===== src/rtl/three_btn_debounce.sv =====
// Three-channel switch debouncer. Each raw line passes through a two-flop
// synchronizer and then its own four-state FSM, which commits a new level
// only after it has been seen steadily for STABLE_CYCLES clock edges.
// Registered rise/fall pulses mark each committed change for one cycle.
module three_btn_debounce #(
  parameter int STABLE_CYCLES = 4
) (
  input  logic       clk,
  input  logic       rst_n,
  input  logic [2:0] btn_in,
  output logic       A,
  output logic       B,
  output logic       C,
  output logic [2:0] rise,
  output logic [2:0] fall
);

  localparam int CW = $clog2(STABLE_CYCLES + 1);
  localparam logic [CW-1:0] CNT_ONE  = CW'(1);
  localparam logic [CW-1:0] CNT_LAST = CW'(STABLE_CYCLES - 1);

  localparam logic [1:0] ST_STABLE_LO = 2'd0;
  localparam logic [1:0] ST_WAIT_HI   = 2'd1;
  localparam logic [1:0] ST_STABLE_HI = 2'd2;
  localparam logic [1:0] ST_WAIT_LO   = 2'd3;

  logic [2:0] s1;
  logic [2:0] s2;
  logic [2:0] out_vec;
  logic [2:0] rise_vec;
  logic [2:0] fall_vec;

  // Two-flop synchronizer: the only reader of the raw asynchronous lines.
  // NOTE: clocked state uses non-blocking (<=) so every flop samples the
  // pre-edge value of its neighbours, giving a true two-stage pipeline.
  always_ff @(posedge clk) begin
    if (!rst_n) begin
      s1 <= '0;
      s2 <= '0;
    end else begin
      s1 <= btn_in;
      s2 <= s1;
    end
  end

  for (genvar ch = 0; ch < 3; ch++) begin : g_chan
    logic [1:0]    state_q;
    logic [1:0]    state_d;
    logic [CW-1:0] cnt_q;
    logic [CW-1:0] cnt_d;
    logic          out_q;
    logic          out_d;
    logic          rise_q;
    logic          fall_q;

    // Next-state logic: count consecutive mismatching edges, restart on any
    // single-cycle return to the committed level.
    always_comb begin
      // NOTE: defaults first so every path assigns every signal; without
      // them a missed branch would infer a latch.
      state_d = state_q;
      cnt_d   = cnt_q;
      case (state_q)
        ST_STABLE_LO: begin
          cnt_d = '0;
          if (s2[ch]) begin
            if (STABLE_CYCLES == 1) begin
              state_d = ST_STABLE_HI;
            end else begin
              state_d = ST_WAIT_HI;
              cnt_d   = CNT_ONE;
            end
          end
        end
        ST_WAIT_HI: begin
          if (!s2[ch]) begin
            state_d = ST_STABLE_LO;
            cnt_d   = '0;
          end else if (cnt_q == CNT_LAST) begin
            state_d = ST_STABLE_HI;
            cnt_d   = '0;
          end else begin
            cnt_d = cnt_q + CNT_ONE;
          end
        end
        ST_STABLE_HI: begin
          cnt_d = '0;
          if (!s2[ch]) begin
            if (STABLE_CYCLES == 1) begin
              state_d = ST_STABLE_LO;
            end else begin
              state_d = ST_WAIT_LO;
              cnt_d   = CNT_ONE;
            end
          end
        end
        ST_WAIT_LO: begin
          if (s2[ch]) begin
            state_d = ST_STABLE_HI;
            cnt_d   = '0;
          end else if (cnt_q == CNT_LAST) begin
            state_d = ST_STABLE_LO;
            cnt_d   = '0;
          end else begin
            cnt_d = cnt_q + CNT_ONE;
          end
        end
        default: begin
          state_d = ST_STABLE_LO;
          cnt_d   = '0;
        end
      endcase
      out_d = (state_d == ST_STABLE_HI) || (state_d == ST_WAIT_LO);
    end

    // State, counter, registered output and edge pulses for this channel.
    always_ff @(posedge clk) begin
      if (!rst_n) begin
        state_q <= ST_STABLE_LO;
        cnt_q   <= '0;
        out_q   <= 1'b0;
        rise_q  <= 1'b0;
        fall_q  <= 1'b0;
      end else begin
        state_q <= state_d;
        cnt_q   <= cnt_d;
        out_q   <= out_d;
        rise_q  <= out_d & ~out_q;
        fall_q  <= ~out_d & out_q;
      end
    end

    assign out_vec[ch]  = out_q;
    assign rise_vec[ch] = rise_q;
    assign fall_vec[ch] = fall_q;
  end

  assign A    = out_vec[0];
  assign B    = out_vec[1];
  assign C    = out_vec[2];
  assign rise = rise_vec;
  assign fall = fall_vec;

endmodule


===== config.mk =====
export PLATFORM = sky130hd
export DESIGN_NAME = three_btn_debounce
export DESIGN_NICKNAME = d
export VERILOG_FILES = /design/src/rtl/three_btn_debounce.sv
export SDC_FILE = /design/constraint.sdc
export NUM_CORES = 1
export LEC_CHECK = 0
export CAP_MARGIN = 20
export CORE_MARGIN = 10
export CORE_UTILIZATION = 46
export CTS_CLUSTER_DIAMETER = 50
export DETAILED_ROUTE_END_ITERATION = 10
export PLACE_DENSITY = 0.73
export SLEW_MARGIN = 20
export SYNTH_ARGS = -nofsm -noshare
export SYNTH_HDL_FRONTEND = slang
export SYNTH_SLANG_ARGS = --single-unit
export TNS_END_PERCENT = 5

===== constraint.sdc =====
create_clock -name clk -period 1 [get_ports clk]
set_input_delay 0.25 -clock clk [delete_from_list [all_inputs] [get_ports clk]]
set_output_delay 0.25 -clock clk [all_outputs]
set_load 0.01 [all_outputs]

---- Word-level counts from Yosys, hierarchy flattened ----
Index checks and enable logic that the tools add are counted.
cells by class
  equality and inequality tests ........... 18
  bitwise logic cells ..................... 12
  reductions and logical operators ........ 6
  $add $sub $neg .......................... 3
  multiplexer cells ....................... 39
operators with widths
  operator             count
  $mux 2               18
  $pmux 3 s4           3
  $mux 3               9
  $eq 2x2->1 const B   12
  $pmux 2 s4           3
  $add 3x1->3 const B  3
  $eq 3x2->1 const B   3
  $and 1x1->1          6
  $eq 2x1->1 const B   3
  $logic_not 2->1      3
  $mux 1               6
  $not 1->1            6
  $logic_or 1x1->1     3
word-level totals
  register bits after elaboration ......... 30
  output and inout port bits .............. 9
  word-level logic and storage cells ...... 95
  input bits .............................. 5

---- Longest topological paths before layout ----
Gate-level depths: netlist of the first run.
  word-level depth ........................ 8
  mapped depth ............................ 4
  gate-level depth less buffers ........... 4

---- Worst setup path after synthesis of the first run ----
OpenSTA, ideal clock, no wires.
  kind .................................... register to register
  start point ............................. register g_chan[2].cnt_q[0]
  end point ............................... register g_chan[2].fall_q
  path buffers ............................ 0
  slack ................................... -0.107 ns
  required time ........................... 0.940 ns
  period minus slack after synthesis ...... 1.107 ns
  arrival ................................. 1.047 ns
  library setup time ...................... 0.060 ns
  cell stages (with the launch flop) ...... 5
  path through ............................ dfxtp_1 -> ha_1 -> nand3b_1 -> mux2i_2 -> and3_1
between the ends
  longest elaborated chain between the ends .. 8
  elaborated cells on any way between the ends .. 11
  those cells by class .................... eq/ne: 3; mux: 5; bitwise: 2; reduce/logical: 1
RTL lines
  element                    line     RTL
  start, declared            49       logic [CW-1:0] cnt_q;
  start signal, assigned     126      cnt_q <= cnt_d;
  $eq 3x2->1 *               79, 101
  $mux 2 (on tied branches)  101, 79
  $mux 2 (on tied branches)  98, 76
  $pmux 2 s4 *               63       case (state_q)
  $eq 2x2->1                 113      out_d = (state_d == ST_STABLE_HI) || (state_d == ST_WAIT_LO);
  $logic_or 1x1->1 *         113
  $not 1->1 *                129      fall_q <= ~out_d & out_q;
  $and 1x1->1 *              129
  end signal, assigned       129
  end, declared              54       logic fall_q;
Every way passes the cells marked *; elsewhere a longest branch is shown, timed or not.
A chain may end at the register's enable or synchronous reset.

---- Worst setup path in the final report of the first run ----
Same ends and word-level chain as after synthesis.

==> key figures, run 1 <==
Clock network
  • Clock slew at reported path FFs: 0.14 ns
  • TritonCTS buffer count: 3
  • Clock sink total: 28
  • Clock root cell: clkbuf_4
  • H-Tree Depth: 1
  • Clock insertion delay at the later pin of the skew report: 0.32 ns
  • CTS max path bufs: 2
  • CTS tree: built

Floorplanning
  • Die Span Y: 65.9 um
  • Die Wd: 65.9 um
  • Ports: 14
  • Row count: 16
  • Core Box Area: 0.00198 sq mm
  • Initial Util: 48.9%
  • Die area: 0.00434 sq mm

Place
  • IO Port Bufs: 13
  • Placed cell area: 0.00118 sq mm
  • RD Place Congestion: 0.744
  • DP Worst Slack: -0.358 ns
  • HPWL Detailed: 1.07 mm

Power
  • Switch Pwr: 354 uW
  • Sw frac: 18.3%
  • Worst vdd ir: 1.39 mV
  • Pint: 1580 uW
  • Combinational Power Share: 3.4%
  • Leak pwr: 0.000525 uW
  • Sequential cell fraction of total power: 59.2%
  • Clock group share of total power: 37.3%
  • PwrDens: 1500 mW/mm^2

Logic synthesis
  • Synthesis Warnings: 0
  • Top cells by area, synth: dfxtp_1 58%, nor3b_1 5.4%, buf_4 4.6%, and2_1 3.9%, ha_1 3.9%
  • Yosys cell types: 23
  • Synthesis-stage register bit count: 28
  • Syn Nets: 98
  • Mean Syn Cell Area: 10.8 sq um
  • Top-area cell type share of the netlist area: 57.8%
  • Post-synthesis sequential area ratio: 57.8%
  • Synth area leader: dfxtp_1
  • Synth Cell Area: 970 sq um
  • Mapped Cells: 90

Run status
  • Outcome: complete, but fails checks
  • Violated checks: setup timing

STA
  • Slew Limit Fails: 0
  • Rel. slew slack: 84.3%
  • Period utilisation layout: 117%
  • Finish-stage setup viols: 18
  • Final worst slack: -0.175 ns
  • Least-Margin Pin Slew: 0.231 ns
  • RSZ-0062 raised after global routing: yes
  • Worst clock skew: 0.00826 ns
  • Max Fclk: 851 MHz
  • Minimum clock period: 1.17 ns
  • Final Hold Vio Count: 0

Worst setup path
  • Setup CP Type: reg -> reg
  • CP max stage cell: dfxtp_2
  • Worst setup EP type: flip-flop
  • CP Cell Sequence: ha_4, nand3b_1, mux2i_2, and3_1
  • Required time worst endpoint: 1.28 ns
  • Crit path max fanout: 4
  • CP startpoint kind: flip-flop
  • Slowest cell delay on critical path: 0.36 ns
  • Worst Path Buf+Inv: 0
  • Cell family with most CP delay: flip-flops
  • CP Data Arrival Time: 1.46 ns

Detailed routing
  • TritonRoute pass-1 iters: 2
  • Routed wire length: 1.60 mm
  • Routed vias: 641
  • Via density: 4.64
  • Post-route DRC: 0
  • WL/cell: 11.6 um
  • Initial DRC count: 7
  • DRT antenna net count: 0

Hold path
  • Path type of the worst min-delay path: reg -> reg

Cells and area
  • Most frequent cells in the layout: 17 x dfxtp_1, 11 x dfxtp_2, 10 x buf_4
  • Commonest non-fill, non-tap cell in the layout: dfxtp_1
  • # diodes: 0
  • Layout Nets: 120
  • Post-route cell area: 0.00129 sq mm
  • Layout cells sized above 1: 45.0%
  • Area Overhead vs Synth: 33.3%
  • Layout Utilization: 65.2%

GRT
  • Initial antenna violation count: 0
  • Vias in the first global route: 618
  • Largest net degree at the start of global routing: 17
  • GRT Total Usage: 7.82%
  • Total global routing overflow: 0
  • First-pass GRT wire length: 2.65 mm

Run
  • Max Cap Viol: 0
area by class of cell:
class | count | area [sq um]
timing repair buffer | 25 | 201
fill | 156 | 689
inverter | 2 | 7.51
tap | 27 | 33.8
sequential | 28 | 574
clock inverter | 1 | 30.0
multi-input combinational | 52 | 423
clock buffer | 3 | 22.5
worst reg2reg max path: stages (launching register included):
cell      delay (ns)
dfxtp_2         0.36
ha_4            0.16
nand3b_1        0.14
mux2i_2         0.30
and3_1          0.19
per-layer routing:
layer,global-route usage [%],vias to the layer above,wire [um]
li1,-,336,-
met5,0,-,0
met4,3.21,0,16
met2,13.3,11,793
met1,7.46,292,666
met3,4.75,2,122
cells by family after synthesis:
logic type | Yosys count | share of synthesized area (%)
AND/OR/NAND/NOR | 39 | 23.5
flip-flops | 28 | 57.8
AO/OA/AOI/OAI | 6 | 4.26
adder cells (fa/ha/maj) | 3 | 3.87
multiplexers | 1 | 1.42
XOR/XNOR | 3 | 2.71
buffers and inverters | 10 | 6.45
cell usage after synthesis (all sizes together):
library cell	n
inv	2
buf	8
a21boi	2
nor3b	7
nand3b	2
o21a	1
xor2	3
nand4b	1
dfxtp	28
nor3	2
mux2i	1
nand2	6
and2	6
nand3	4
and3b	1
nor2	4
and3	3
nor2b	3
o21ai	3
ha	3
power groups by stage:
| stage | registers, uW | logic, uW | clock network (uW) |
|---|---|---|---|
| after global routing | 1150 | 74.1 | 780 |
| final | 1150 | 66.5 | 722 |
| after detailed placement | 1170 | 60.2 | 0 |
| after CTS | 1150 | 63.7 | 741 |
| after floorplan | 1170 | 29.6 | 0 |
| after global placement | 1170 | 58.3 | 0 |
stage by stage:
| stage | TNS, ns | std cells | hold slack, ns | power, uW |
|---|---|---|---|---|
| final | -1.04 | 138 | 0.450 | 1940 |
| after global routing | -2.32 | 138 | 0.455 | 2000 |
| after CTS | -1.22 | 138 | 0.455 | 1950 |
| after detailed placement | -7.66 | 133 | 0.418 | 1230 |
| after global placement | -6.55 | 133 | 0.416 | 1230 |
| after floorplan | -0.139 | 90 | 0.377 | 1200 |
sequential cells by signal, summed over array words and instances (netlist names):
name,cells
B,1
C,1
g_chan.cnt_q,9
g_chan.fall_q,3
g_chan.rise_q,3
g_chan.state_q,5
s1,3
s2,3
final timing paths:
check                           startpoint                     endpoint  slack (ns)  cells past startpoint
max          g_chan[2].cnt_q[0]$_SDFF_PN0_  g_chan[2].fall_q$_SDFF_PN0_       -0.17                      4
min                       s1[2]$_SDFF_PN0_             s2[2]$_SDFF_PN0_        0.45                      1
max reg2reg  g_chan[2].cnt_q[0]$_SDFF_PN0_  g_chan[2].fall_q$_SDFF_PN0_       -0.17                      4
min reg2reg               s1[2]$_SDFF_PN0_             s2[2]$_SDFF_PN0_        0.45                      1
repair_timing:
item	in CTS	in global routing
hold buffers	0	0
gates resized for setup	48	16
setup endpoints to repair	23	27
endpoints found under the hold margin	0	0
pin swaps	3	3
setup buffers	1	0
(Power assumes the default switching activity.)
==> run 2: changes to the inputs <==
--- a/config.mk
+++ b/config.mk
@@ -11,7 +11,6 @@
 export CTS_CLUSTER_DIAMETER = 50
 export DETAILED_ROUTE_END_ITERATION = 10
 export PLACE_DENSITY = 0.73
-export SLEW_MARGIN = 20
 export SYNTH_ARGS = -nofsm -noshare
 export SYNTH_HDL_FRONTEND = slang
 export SYNTH_SLANG_ARGS = --single-unit
==> results of run 2 <==
Same layout as run 1: the final DEF is identical, and so are final timing and power.
==> run 3: changes to the inputs <==
--- a/config.mk
+++ b/config.mk
@@ -9,8 +9,10 @@
 export CORE_MARGIN = 10
 export CORE_UTILIZATION = 46
 export CTS_CLUSTER_DIAMETER = 50
+export CTS_CLUSTER_SIZE = 8
 export DETAILED_ROUTE_END_ITERATION = 10
 export PLACE_DENSITY = 0.73
+export REMOVE_ABC_BUFFERS = 1
 export SYNTH_ARGS = -nofsm -noshare
 export SYNTH_HDL_FRONTEND = slang
 export SYNTH_SLANG_ARGS = --single-unit
==> run 3 against run 2 <==
Effect of this change: the run still ends with setup timing left; sequential share of layout area down 0.46 points; final area up 1.9%; combinational power down 3.0%; first-iteration DRC count rose to 3.6 times the previous value; clock power down 26%; critical endpoint unchanged; largest cell class unchanged; worst setup slack worse by 0.0096 ns; register-to-register slack about the same; critical path type unchanged; final cell count unchanged; clock skew down 0.0047 ns.
==> key figures, run 3 (synthesis results as in run 1) <==
Worst setup path
  • CP Data Arrival Time: 1.46 ns (about the same)
  • Crit path max fanout: 4 (unchanged)
  • Worst Path Buf+Inv: 0 (unchanged)
  • CP max stage cell: dfxtp_2
  • Required time worst endpoint: 1.27 ns (about the same)
  • Setup CP Type: reg -> reg
  • Cell family with most CP delay: flip-flops
  • Worst setup EP type: flip-flop
  • CP startpoint kind: flip-flop
  • CP Cell Sequence: ha_4, nand3b_1, mux2i_2, and3_1
  • Slowest cell delay on critical path: 0.36 ns (about the same)

Run
  • Max Cap Viol: 0 (unchanged)

STA
  • Minimum clock period: 1.18 ns (+0.00963 ns)
  • RSZ-0062 raised after global routing: yes
  • Slew Limit Fails: 0 (unchanged)
  • Final Hold Vio Count: 0 (unchanged)
  • Least-Margin Pin Slew: 0.233 ns (+0.00250 ns)
  • Period utilisation layout: 118% (+0.96 points)
  • Worst clock skew: 0.00352 ns (-0.00474 ns)
  • Max Fclk: 844 MHz (-0.81%)
  • Hold_ws: 0.451 ns (+0.000493 ns)
  • Finish-stage setup viols: 19 (+1)
  • Rel. slew slack: 84.2% (-0.17 points)
  • Final worst slack: -0.184 ns (-0.00963 ns)

Clock network
  • Post-CTS Hold Buffers: 0 (unchanged)
  • Post-CTS setup buffer count: 0 (-1)
  • H-Tree Depth: 1 (unchanged)
  • CTS tree: built
  • Clock sink total: 28 (unchanged)
  • Clock insertion delay at the later pin of the skew report: 0.32 ns (about the same)
  • Clock slew at reported path FFs: 0.14 ns (about the same)
  • TritonCTS buffer count: 3 (unchanged)
  • CTS max path bufs: 2 (unchanged)
  • Clock root cell: clkbuf_4

Floorplanning
  • Ports: 14 (unchanged)
  • Core Box Area: 0.00198 sq mm (unchanged)
  • Die area: 0.00434 sq mm (unchanged)
  • Initial Util: 48.9% (unchanged)
  • Row count: 16 (unchanged)
  • Die Wd: 65.9 um (unchanged)
  • Die Span Y: 65.9 um (unchanged)

GRT
  • Total global routing overflow: 0 (unchanged)
  • Largest net degree at the start of global routing: 16 (-1)
  • GRT Total Usage: 8.62% (+0.80 points)
  • First-pass GRT wire length: 2.97 mm (+12%)
  • Vias in the first global route: 706 (+14%)
  • Initial antenna violation count: 0 (unchanged)

Cells and area
  • Sequential cell area: 579 sq um (+0.87%)
  • Most frequent cells in the layout: 15 x dfxtp_1, 12 x dfxtp_2, 11 x buf_4
  • Layout cells sized above 1: 49.5% (+4.5 points)
  • Area Overhead vs Synth: 35.9%
  • # diodes: 0 (unchanged)
  • Largest register by flop count: g_chan.cnt_q
  • Commonest non-fill, non-tap cell in the layout: dfxtp_1
  • Fillers: 152 (-2.6%)
  • Max FFs per register: 9 (unchanged)
  • Multi-input gate area: 438 sq um (+3.6%)
  • Regs by FF count: g_chan.cnt_q x9, g_chan.state_q x5
  • Layout Nets: 120 (unchanged)

Detailed routing
  • Routed vias: 652 (+1.7%)
  • Post-route DRC: 0 (unchanged)
  • TritonRoute pass-1 iters: 4 (+2)
  • Via density: 4.72 (+1.7%)
  • Initial DRC count: 25 (+18)
  • DRT antenna net count: 0 (unchanged)
  • Routed wire length: 1.76 mm (+9.9%)
  • WL/cell: 12.7 um (+9.9%)

Place
  • HPWL Detailed: 1.17 mm (+9.5%)
  • IO Port Bufs: 13 (unchanged)
  • RD Place Congestion: 0.747 (+0.40%)

Power
  • Design Power: 1740 uW (-10%)
  • Leak pwr: 0.000523 uW (-0.28%)
  • Worst vdd ir: 1.03 mV (-26%)
  • PwrDens: 1320 mW/mm^2 (-12%)

Run status
  • Violated checks: setup timing
  • Outcome: complete, but fails checks

Hold path
  • Path type of the worst min-delay path: reg -> reg
run 3: cell types whose count changed in the layout (fill, tap and decap cells not counted), sizes merged:
cell and delta:
clkbuf +1, bufinv -1
run 3: path summary, 6_finish.rpt:
kind	start	endpoint	slack, ns	cells past startpoint
setup reg to reg	g_chan[2].cnt_q[1]$_SDFF_PN0_	g_chan[2].fall_q$_SDFF_PN0_	-0.18	4
hold / removal	s1[1]$_SDFF_PN0_	s2[1]$_SDFF_PN0_	0.45	1
setup / recovery	g_chan[2].cnt_q[1]$_SDFF_PN0_	g_chan[2].fall_q$_SDFF_PN0_	-0.18	4
hold reg to reg	s1[1]$_SDFF_PN0_	s2[1]$_SDFF_PN0_	0.45	1
run 3: repair_timing:
item,4_1_cts,5_1_grt
pin swaps,9,7
endpoints found under the setup margin,26,30
resized for setup,51,26
run 3: report_power, final:
group	internal, uW	leakage [uW]	total (uW)	switching [uW]
clock	223	0.0000210	531	309
sequential	1130	0.000234	1150	13.7
combinational	40.5	0.000268	64.5	24.0
total	1390	0.000523	1740	347
run 3: layout make-up:
type,count,area share (%)
timing repair buffer,25,16.9
inverter,2,0.570
sequential,28,44.0
multi-input combinational,52,33.2
tap,27,2.56
clock buffer,4,2.75
run 3: per-layer routing:
metal	track usage [%]	vias up	share of wire, %
met2	12.9	10	49
met5	0	-	0
met1	10.2	305	47
li1	-	335	-
met4	5.35	0	1.1
met3	3.05	2	2.7
run 3: through the flow:
step | cell area (sq um) | utilization (%) | cells | worst slack (ns) | setup TNS (ns)
3_3_place_gp | 1170 | 59.0 | 134 | -0.253 | -5.40
4_1_cts | 1220 | 61.4 | 138 | -0.184 | -1.13
5_1_grt | 1320 | 66.5 | 138 | -0.265 | -2.33
3_5_place_dp | 1170 | 59.0 | 134 | -0.296 | -6.36
6_report | 1320 | 66.5 | 138 | -0.184 | -0.972
2_1_floorplan | 915 | - | 82 | -0.107 | -0.347
